File: src/rtl/xosera_bus_master_pkg.sv
// xosera_bus_master_pkg
//   Shared definitions for the Xosera host-bus master: FSM state encoding,
//   default bus timing constants and a small helper for sizing the phase
//   counter.
package xosera_bus_master_pkg;

    typedef enum logic [1:0] {
        ST_IDLE   = 2'd0,
        ST_SETUP  = 2'd1,
        ST_STROBE = 2'd2,
        ST_HOLD   = 2'd3
    } bm_state_t;

    localparam int DEF_SETUP_CYCLES  = 2;
    localparam int DEF_STROBE_CYCLES = 4;
    localparam int DEF_HOLD_CYCLES   = 1;
    localparam int DEF_SAMPLE_CYCLE  = 2;
    localparam int DEF_REG_BITS      = 4;

    // Largest of the three phase lengths; sizes the shared down-counter.
    function automatic int max3(input int a, input int b, input int c);
        int m;
        m = (a > b) ? a : b;
        return (m > c) ? m : c;
    endfunction

endpackage

File: src/rtl/xosera_bus_phase_timer.sv
// xosera_bus_phase_timer
//   Loadable down-counter that times one bus phase. Loading N-1 gives a
//   phase of N cycles; last_o is high in the final cycle of the phase.
// Ports
//   clk         system clock
//   reset_i     synchronous active-high reset
//   load_i      reload the counter with load_val_i at this edge
//   load_val_i  phase length minus one
//   cnt_o       current remaining count (N-1 down to 0)
//   last_o      final cycle of the current phase
module xosera_bus_phase_timer #(
    parameter int CW = 3
) (
    input  logic          clk,
    input  logic          reset_i,
    input  logic          load_i,
    input  logic [CW-1:0] load_val_i,
    output logic [CW-1:0] cnt_o,
    output logic          last_o
);

    logic [CW-1:0] cnt_q;

    always_ff @(posedge clk) begin
        if (reset_i) begin
            cnt_q <= '0;
        end else if (load_i) begin
            cnt_q <= load_val_i;
        end else if (cnt_q != '0) begin
            cnt_q <= cnt_q - CW'(1);
        end
    end

    assign cnt_o  = cnt_q;
    assign last_o = (cnt_q == '0);

endmodule

File: src/rtl/xosera_bus_master.sv
// xosera_bus_master
//   Turns queued register commands into Xosera 8-bit host bus cycles with
//   programmable setup / strobe / hold timing. Word commands are issued as
//   the high byte then the low byte; reads return the assembled 16-bit value.
// Ports
//   clk, reset_i              clock, synchronous active-high reset
//   cmd_valid_i/cmd_ready_o   command handshake (accept on valid && ready)
//   cmd_rd_i, cmd_word_i      read/write select, word/byte select
//   cmd_bytesel_i             byte lane for byte commands (0=high, 1=low)
//   cmd_reg_i, cmd_data_i     target register and write data
//   done_o, rsp_data_o        completion pulse and read data (0 for writes)
//   bus_*_o, bus_data_i       Xosera host bus
module xosera_bus_master
    import xosera_bus_master_pkg::*;
#(
    parameter int SETUP_CYCLES  = DEF_SETUP_CYCLES,
    parameter int STROBE_CYCLES = DEF_STROBE_CYCLES,
    parameter int HOLD_CYCLES   = DEF_HOLD_CYCLES,
    parameter int SAMPLE_CYCLE  = DEF_SAMPLE_CYCLE,
    parameter int REG_BITS      = DEF_REG_BITS
) (
    input  logic                clk,
    input  logic                reset_i,
    input  logic                cmd_valid_i,
    output logic                cmd_ready_o,
    input  logic                cmd_rd_i,
    input  logic                cmd_word_i,
    input  logic                cmd_bytesel_i,
    input  logic [REG_BITS-1:0] cmd_reg_i,
    input  logic [15:0]         cmd_data_i,
    output logic                done_o,
    output logic [15:0]         rsp_data_o,
    output logic                bus_cs_n_o,
    output logic                bus_rd_nwr_o,
    output logic                bus_bytesel_o,
    output logic [REG_BITS-1:0] bus_reg_num_o,
    output logic [7:0]          bus_data_o,
    input  logic [7:0]          bus_data_i
);

    localparam int CW = $clog2(max3(SETUP_CYCLES, STROBE_CYCLES, HOLD_CYCLES) + 1);

    // Strobe index counts up while the timer counts down, so the capture
    // point is expressed as the remaining count at that index.
    localparam logic [CW-1:0] SAMPLE_CNT = CW'(STROBE_CYCLES - 1 - SAMPLE_CYCLE);

    bm_state_t       state_q, state_d;
    logic            tmr_load;
    logic [CW-1:0]   tmr_load_val;
    logic [CW-1:0]   tmr_cnt;
    logic            tmr_last;

    logic            accept;
    logic            last_byte;
    logic            sample_hit;
    logic            finish;

    // latched command
    logic            rd_q;
    logic            word_q;
    logic            phase_q;
    logic [7:0]      lo_q;
    logic [15:0]     rdata_q;

    // outputs
    logic            done_q;
    logic [15:0]     rsp_q;
    logic            rd_nwr_q;
    logic            bytesel_q;
    logic [REG_BITS-1:0] reg_q;
    logic [7:0]      wdata_q;

    assign accept     = cmd_valid_i && (state_q == ST_IDLE);
    assign last_byte  = !word_q || phase_q;
    assign sample_hit = (state_q == ST_STROBE) && (tmr_cnt == SAMPLE_CNT);
    assign finish     = (state_q == ST_HOLD) && tmr_last && last_byte;

    always_ff @(posedge clk) begin
        if (reset_i) begin
            state_q <= ST_IDLE;
        end else begin
            state_q <= state_d;
        end
    end

    always_comb begin
        state_d      = state_q;
        tmr_load_val = '0;
        unique case (state_q)
            ST_IDLE:   if (accept)   state_d = ST_SETUP;
            ST_SETUP:  if (tmr_last) state_d = ST_STROBE;
            ST_STROBE: if (tmr_last) state_d = ST_HOLD;
            ST_HOLD:   if (tmr_last) state_d = last_byte ? ST_IDLE : ST_SETUP;
            default:   state_d = ST_IDLE;
        endcase
        // Every state change restarts the timer with the new phase length.
        tmr_load = (state_d != state_q);
        unique case (state_d)
            ST_SETUP:  tmr_load_val = CW'(SETUP_CYCLES - 1);
            ST_STROBE: tmr_load_val = CW'(STROBE_CYCLES - 1);
            ST_HOLD:   tmr_load_val = CW'(HOLD_CYCLES - 1);
            default:   tmr_load_val = '0;
        endcase
    end

    xosera_bus_phase_timer #(
        .CW(CW)
    ) u_timer (
        .clk        (clk),
        .reset_i    (reset_i),
        .load_i     (tmr_load),
        .load_val_i (tmr_load_val),
        .cnt_o      (tmr_cnt),
        .last_o     (tmr_last)
    );

    always_ff @(posedge clk) begin
        if (reset_i) begin
            rd_q      <= 1'b0;
            word_q    <= 1'b0;
            phase_q   <= 1'b0;
            lo_q      <= '0;
            rdata_q   <= '0;
            done_q    <= 1'b0;
            rsp_q     <= '0;
            rd_nwr_q  <= 1'b1;
            bytesel_q <= 1'b0;
            reg_q     <= '0;
            wdata_q   <= '0;
        end else begin
            done_q <= 1'b0;
            if (accept) begin
                rd_q      <= cmd_rd_i;
                word_q    <= cmd_word_i;
                phase_q   <= 1'b0;
                lo_q      <= cmd_data_i[7:0];
                rdata_q   <= '0;     // unused lane of a byte read reads as 0
                rd_nwr_q  <= cmd_rd_i;
                bytesel_q <= cmd_word_i ? 1'b0 : cmd_bytesel_i;
                reg_q     <= cmd_reg_i;
                wdata_q   <= cmd_word_i ? cmd_data_i[15:8] : cmd_data_i[7:0];
            end
            if (sample_hit) begin
                if (!bytesel_q) rdata_q[15:8] <= bus_data_i;
                else            rdata_q[7:0]  <= bus_data_i;
            end
            if (finish) begin
                done_q   <= 1'b1;
                rsp_q    <= rd_q ? rdata_q : 16'h0000;
                rd_nwr_q <= 1'b1;    // never leave a write asserted while idle
            end else if ((state_q == ST_HOLD) && tmr_last) begin
                // second half of a word: switch to the low byte lane
                phase_q   <= 1'b1;
                bytesel_q <= 1'b1;
                wdata_q   <= lo_q;
            end
        end
    end

    assign cmd_ready_o   = (state_q == ST_IDLE);
    assign done_o        = done_q;
    assign rsp_data_o    = rsp_q;
    assign bus_cs_n_o    = (state_q != ST_STROBE);
    assign bus_rd_nwr_o  = rd_nwr_q;
    assign bus_bytesel_o = bytesel_q;
    assign bus_reg_num_o = reg_q;
    assign bus_data_o    = wdata_q;

endmodule

File: config.mk
export PLATFORM = sky130hd
export DESIGN_NAME = xosera_bus_master
export DESIGN_NICKNAME = d
export VERILOG_FILES = /design/src/rtl/xosera_bus_master_pkg.sv /design/src/rtl/xosera_bus_phase_timer.sv /design/src/rtl/xosera_bus_master.sv
export SDC_FILE = /design/constraint.sdc
export NUM_CORES = 1
export LEC_CHECK = 0
export CORE_MARGIN = 1.5
export CORE_UTILIZATION = 44
export DETAILED_ROUTE_END_ITERATION = 12
export PLACE_DENSITY = 0.77
export SLEW_MARGIN = 20
export SYNTH_ARGS = -nofsm -noshare
export SYNTH_HDL_FRONTEND = slang
export SYNTH_SLANG_ARGS = --single-unit
File: constraint.sdc
create_clock -name clk -period 1.95 [get_ports clk]
set_input_delay 0.195 -clock clk [delete_from_list [all_inputs] [get_ports clk]]
set_output_delay 0.195 -clock clk [all_outputs]
set_load 0.02 [all_outputs]
==> results_dict.tcl, run 1 <==
set metrics [dict create \
    preCtsSetupSlack_ns 0.184 \
    power.leakage_nw 1.27 \
    clkLatencyLatePin_ns 0.34 \
    yosysTopAreaCell "sky130_fd_sc_hd__dfxtp_1" \
    detailroute.via_count 2535 \
    cap_viol_max_count 0 \
    critPathCaptureType "output port" \
    period_minus_slack_ns 1.87 \
    net-switching-power_w 0.00129 \
    crit_fanout 9 \
    r2r_start "u_timer.cnt_o[0]" \
    setup.reg_to_reg.worst_slack_ns 0.26 \
    synth-main-ff-cell "sky130_fd_sc_hd__dfxtp_1" \
    yosysSeqAreaShare 0.455 \
    irDropWorstVdd_uv 661 \
    fin_skew_ns 0.0102 \
    dominant_cells_by_area_after_synthesis "sky130_fd_sc_hd__dfxtp_1 (45%), sky130_fd_sc_hd__a21oi_1 (9.0%), sky130_fd_sc_hd__nand2_1 (5.3%), sky130_fd_sc_hd__o211ai_1 (4.6%), sky130_fd_sc_hd__nand4_1 (3.6%)" \
    placeableCoreArea_mm2 0.00599 \
    detail_route.wl_per_cell_um 13.9 \
    num-nets-final 422 \
    power.density_cell_area_mw_per_mm2 1120 \
    initial_core_utilization 0.463 \
    power.internal_w 0.00289 \
    placement.io_buffers 66 \
    buffer_depth_of_the_longest_clock_path 2 \
    numCtsBuffers 9 \
    slew_headroom 0.602 \
    synth-warning-count 0 \
    fmaxAchievable_mhz 535 \
    final-max-slew-violation-count 0 \
    fp.dieH_um 82.4 \
    placementRows 28 \
    h-tree-depth 3 \
    whs_endpoint "u_timer.cnt_o[0]" \
    final_min_period_over_clock_period 0.958 \
    post_route_total_power_w 0.00417 \
    diodes 0 \
    path_cells "or2_2 -> inv_1 -> clkdlybuf4s50_1" \
    drc 0 \
    hold-worst-slack_ns 0.317 \
    clkSlewWorstSetupHoldPaths_ns 0.07 \
    design.die.area_mm2 0.00679 \
    tightest_slew_ns 0.594 \
    die_width_um 82.4 \
    grt_antenna_before_repair 0 \
    sink_count_of_the_clock_tree 63 \
    unique_cell_type_count_in_the_yosys_netlist 40 \
    first_pass_iters 4 \
    postSynthNetCount 365 \
    grt-ovfl-total 0 \
    mappedNetlistArea_mm2 0.00277 \
    worst_ep_arrival_time_ns 1.67 \
    antenna_left 0 \
    max_stage_delay_ns 0.59 \
    layout_setup_ws_ns 0.0817 \
    num_io_pins 67 \
    holdCritStartpoint "reset_i" \
    setup_repair_after_global_routing_missed_its_margin "no" \
    routed_wirelength_um 6450 \
    hpwlAfterDp_um 4290 \
    final_common_cell "sky130_fd_sc_hd__clkdlybuf4s50_1" \
    timing.final.setup_violations 0 \
    number_of_enable_type_register_cells_in_the_synthesized_netlist 0 \
    synthArstFlopShare 0 \
    hold-path-cell-count 4 \
    fin_setup_tns_ns 0 \
    comb_power_share 0.287 \
    hp_class "primary input to flop" \
    outcome "finished clean" \
    ys_seq_elements 63 \
    seq_power_share 0.372 \
    drtIter0Drc 209 \
    finalWeightedCongestion 0.850 \
    post-cts-setup-buffers 0 \
    clock_power_share 0.341 \
    grt_pass1_vias 2278 \
    via_per_inst 5.45 \
    critical_path.slowest_cell "sky130_fd_sc_hd__clkdlybuf4s50_1" \
    cts-root-buf "sky130_fd_sc_hd__clkbuf_8" \
    post-synth-top-area-fraction 0.455 \
    postSynthCellCount 328 \
    fraction_of_final_layout_cells_sized_beyond_drive_strength_1 0.115 \
    tritoncts "done" \
    critical_path.startpoint_type "flop" \
    synth.avg_cell_area_um2 8.45 \
    hold_violations 0 \
    layout_common_cells "sky130_fd_sc_hd__clkdlybuf4s50_1 (65), sky130_fd_sc_hd__dfxtp_1 (62), sky130_fd_sc_hd__a21oi_1 (50)" \
    cts_hold_buf 0 \
    reg2reg_to "bus_data_o[3]" \
    largest_net_degree_at_the_start_of_global_routing 54 \
    global_route.usage.total 0.204 \
    critical_path_class "flop to output port" \
    timing.reg2reg.worst_path_depth 5 \
    wire_length_of_the_first_global_routing_pass_um 10400 \
    worst_ep_required_time_ns 1.75 \
    area_growth_syn_to_layout_pct 34.6 \
    post-route-util 0.623 \
    sw_frac_of_total 0.309 \
]
==> repair_timing <==
item                                   in CTS  in global routing
setup endpoints to repair                   0                  2
resized for setup                           0                  1
endpoints found under the hold margin       0                  0
==> power by group through the flow <==
stage          Sequential (W)  Combinational (W)  Clock (W)
2_1_floorplan         0.00160           0.000789          0
3_3_place_gp          0.00157            0.00119          0
3_5_place_dp          0.00157            0.00120          0
4_1_cts               0.00155            0.00120    0.00143
5_1_grt               0.00157            0.00132    0.00150
6_report              0.00155            0.00120    0.00142
==> worst max path at each step <==
stage	slack, ns	startpoint	to
3_5_place_dp	0.18	cmd_valid_i	bus_data_o[6]
3_3_place_gp	0.22	cmd_valid_i	bus_data_o[4]
5_1_grt	0.004	state_q[0]	cmd_ready_o
6_report	0.08	state_q[0]	cmd_ready_o
4_1_cts	0.009	state_q[0]	bus_cs_n_o
2_1_floorplan	0.48	u_timer.cnt_o[0]	rsp_data_o[10]
==> through the flow <==
step | instance area, µm² | cells
after detailed placement | 3470 | 449
after global placement | 3470 | 449
after floorplan | 2770 | 328
final | 3730 | 465
after CTS | 3730 | 465
after global routing | 3730 | 465
==> logic make-up (layout without fill, tap and decap cells) <==
group	count (synthesis)	in the layout	synth area share
flip-flops	63	63	0.455
AO/OA/AOI/OAI	106	106	0.242
AND/OR/NAND/NOR	113	113	0.215
buffers and inverters	41	103	0.0681
adder cells (fa/ha/maj)	3	3	0.0135
XOR/XNOR	1	1	0.00316
multiplexers	1	1	0.00361
==> sequential cells by signal (all words and copies together), names as in the netlist <==
name           cells
bus_bytesel_o      1
bus_data_o         8
bus_rd_nwr_o       1
bus_reg_num_o      4
done_o             1
lo_q               8
phase_q            1
rd_q               1
rdata_q           16
rsp_data_o        16
state_q            2
u_timer.cnt_o      3
word_q             1
==> layout make-up <==
cell class,count,area (µm²)
Fill cell,494,2260
Multi-Input combinational cell,224,1330
Sequential cell,63,1260
Timing Repair Buffer,81,768
Clock buffer,11,151
Clock inverter,5,104
Tap cell,75,93.8
Inverter,6,22.5
==> synthesized netlist by cell type, types with 2 or more instances <==
| library cell | count |
|---|---|
| sky130_fd_sc_hd__a211oi_1 | 2 |
| sky130_fd_sc_hd__a211oi_2 | 6 |
| sky130_fd_sc_hd__a21oi_1 | 50 |
| sky130_fd_sc_hd__a31oi_1 | 2 |
| sky130_fd_sc_hd__buf_2 | 8 |
| sky130_fd_sc_hd__buf_4 | 2 |
| sky130_fd_sc_hd__buf_6 | 2 |
| sky130_fd_sc_hd__clkbuf_1 | 20 |
| sky130_fd_sc_hd__clkbuf_2 | 2 |
| sky130_fd_sc_hd__dfxtp_1 | 63 |
| sky130_fd_sc_hd__ha_1 | 3 |
| sky130_fd_sc_hd__inv_1 | 6 |
| sky130_fd_sc_hd__nand2_1 | 39 |
| sky130_fd_sc_hd__nand2b_1 | 4 |
| sky130_fd_sc_hd__nand3_1 | 17 |
| sky130_fd_sc_hd__nand3b_1 | 4 |
| sky130_fd_sc_hd__nand4_1 | 16 |
| sky130_fd_sc_hd__nor2_1 | 11 |
| sky130_fd_sc_hd__nor2b_1 | 10 |
| sky130_fd_sc_hd__nor3_1 | 2 |
| sky130_fd_sc_hd__o211ai_1 | 17 |
| sky130_fd_sc_hd__o21ai_0 | 16 |
| sky130_fd_sc_hd__o32ai_1 | 8 |
| sky130_fd_sc_hd__or2_2 | 2 |
==> critical path: cells and delay by family (launching register included) <==
family | cells | cell delay (ns)
simple gates | 1 | 0.32
buf+inv | 2 | 0.65
flops | 1 | 0.37
==> metal layers <==
metal,part of all wire,track usage,vias up
li1,-,-,1294
met1,0.48,0.272,1168
met2,0.46,0.313,64
met3,0.057,0.0648,9
met4,0.012,0.0661,0
met5,0,0,-
Note: power is estimated with default switching activity, not from simulation.
==> run 2: changes to the inputs <==
--- a/config.mk
+++ b/config.mk
@@ -8,7 +8,9 @@
 export CORE_MARGIN = 1.5
 export CORE_UTILIZATION = 44
 export DETAILED_ROUTE_END_ITERATION = 12
+export MAX_ROUTING_LAYER = met4
 export PLACE_DENSITY = 0.77
+export REMOVE_ABC_BUFFERS = 1
 export SLEW_MARGIN = 20
 export SYNTH_ARGS = -nofsm -noshare
 export SYNTH_HDL_FRONTEND = slang
==> results_dict.tcl, run 2 (synthesis gave the netlist of run 1 again) <==
set metrics [dict create \
    placementRows 28 \
    initial_core_utilization 0.463 \
    post-cts-setup-buffers 0 \
    design.die.area_mm2 0.00679 \
    seqCellArea_mm2 0.00126 \
    outcome "finished clean" \
    fin_skew_ns 0.00534 \
    drc 0 \
    power.density_cell_area_mw_per_mm2 1020 \
    layout.cells.non_filler 461 \
    tritoncts "done" \
    first_pass_iters 4 \
    max_stage_delay_ns 0.68 \
    finalWeightedCongestion 0.876 \
    multi_input_area_mm2 0.00133 \
    grt-ovfl-total 0 \
    setup_repair_after_global_routing_missed_its_margin "no" \
    critical_path.slowest_cell "sky130_fd_sc_hd__clkdlybuf4s50_1" \
    final-max-slew-violation-count 0 \
    num-nets-final 420 \
    cap_viol_max_count 0 \
    placeableCoreArea_mm2 0.00599 \
    critical_path_class "flop to output port" \
    fp.dieH_um 82.4 \
    detailroute.via_count 2589 \
    grt_pass1_vias 2397 \
    placement.io_buffers 66 \
    hold_violations 0 \
    worst_path_dominant_cell_family "buffers and inverters" \
    clkSlewWorstSetupHoldPaths_ns 0.06 \
    drtIter0Drc 230 \
    hp_class "primary input to flop" \
    period_minus_slack_ns 1.77 \
    global_route.usage.total 0.216 \
    tightest_slew_ns 0.642 \
    path_cells "clkdlybuf4s50_1" \
    final_common_cell "sky130_fd_sc_hd__clkdlybuf4s50_1" \
    worst_ep_arrival_time_ns 1.58 \
    final_min_period_over_clock_period 0.909 \
    routed_wirelength_um 6650 \
    area_growth_syn_to_layout_pct 31.1 \
    fmaxAchievable_mhz 564 \
    filler_cell_count 540 \
    clkLatencyLatePin_ns 0.33 \
    worstPathBufferInverterCount 1 \
    wire_length_of_the_first_global_routing_pass_um 11000 \
    numCtsBuffers 9 \
    irDropWorstVdd_uv 849 \
    worst_ep_required_time_ns 1.75 \
    sink_count_of_the_clock_tree 63 \
    hpwlAfterDp_um 4330 \
    timing.final.setup_violations 0 \
    largest_net_degree_at_the_start_of_global_routing 54 \
    diodes 0 \
    critPathCaptureType "output port" \
    grt_antenna_before_repair 0 \
    buffer_depth_of_the_longest_clock_path 2 \
    via_per_inst 5.62 \
    die_width_um 82.4 \
    h-tree-depth 3 \
    antenna_left 0 \
    fraction_of_final_layout_cells_sized_beyond_drive_strength_1 0.0984 \
    crit_fanout 11 \
    slew_headroom 0.572 \
    layout_common_cells "sky130_fd_sc_hd__clkdlybuf4s50_1 (64), sky130_fd_sc_hd__dfxtp_1 (63), sky130_fd_sc_hd__a21oi_1 (50)" \
    cts-root-buf "sky130_fd_sc_hd__clkbuf_8" \
    critical_path.startpoint_type "flop" \
    detail_route.wl_per_cell_um 14.4 \
    detailed_place.area_mm2 0.00348 \
    fin_area_mm2 0.00364 \
    num_io_pins 67 \
    dp_cells 447 \
    power.leakage_nw 1.22 \
]
run 2: changes by cell type in the layout (fill, tap and decap cells not counted), sizes merged:
cell and change:
dlymetal6s2s +1, clkbuf +1, buf -2, bufinv -3, clkdlybuf4s50 -1
run 2: path summary, 6_finish.rpt:
check	from	cells after the start	to	slack (ns)
setup / recovery	bus_bytesel_o	1	bus_bytesel_o	0.18
hold reg to reg	bus_reg_num_o[0]	2	bus_reg_num_o[0]	0.46
hold / removal	reset_i	4	u_timer.cnt_o[0]	0.33
setup reg to reg	u_timer.cnt_o[0]	5	state_q[0]	0.35
run 2: repair_timing:
action / 4_1_cts / 5_1_grt
hold buffers: 0 / 0
endpoints found under the setup margin: 0 / 6
resized for setup: 0 / 2
run 2: metal layers:
metal,part of all wire,global-route usage
met5,0,-
met4,0.013,0.0983
met3,0.040,0.0319
met2,0.48,0.339
met1,0.46,0.275
run 2: layout make-up:
class	count	share of cell area
clock buffers	12	0.0372
clock inverters	2	0.00275
inverters	6	0.00619
multi-input cells	224	0.366
flip-flops and latches	63	0.347
well taps	75	0.0258
repair buffers	79	0.215
run 2: per-stage QoR:
step	total power (W)	hold WS [ns]	util	setup slack, ns	setup TNS [ns]
finish	0.00369	0.334	0.607	0.178	0
detailed placement	0.00281	0.447	0.582	0.0755	0
global placement	0.00278	0.444	0.582	0.122	0
CTS	0.00371	0.308	0.606	0.0330	0
floorplan	0.00227	0.264	-	-0.211	-3.37
global route	0.00390	0.362	0.607	0.140	0
run 2: report_power, final:
part	internal, W	leakage [nW]	switching [W]
Clock	0.000444	0.0761	0.000456
Combinational	0.000554	0.635	0.000679
Sequential	0.00143	0.513	0.000127
Total	0.00243	1.22	0.00126
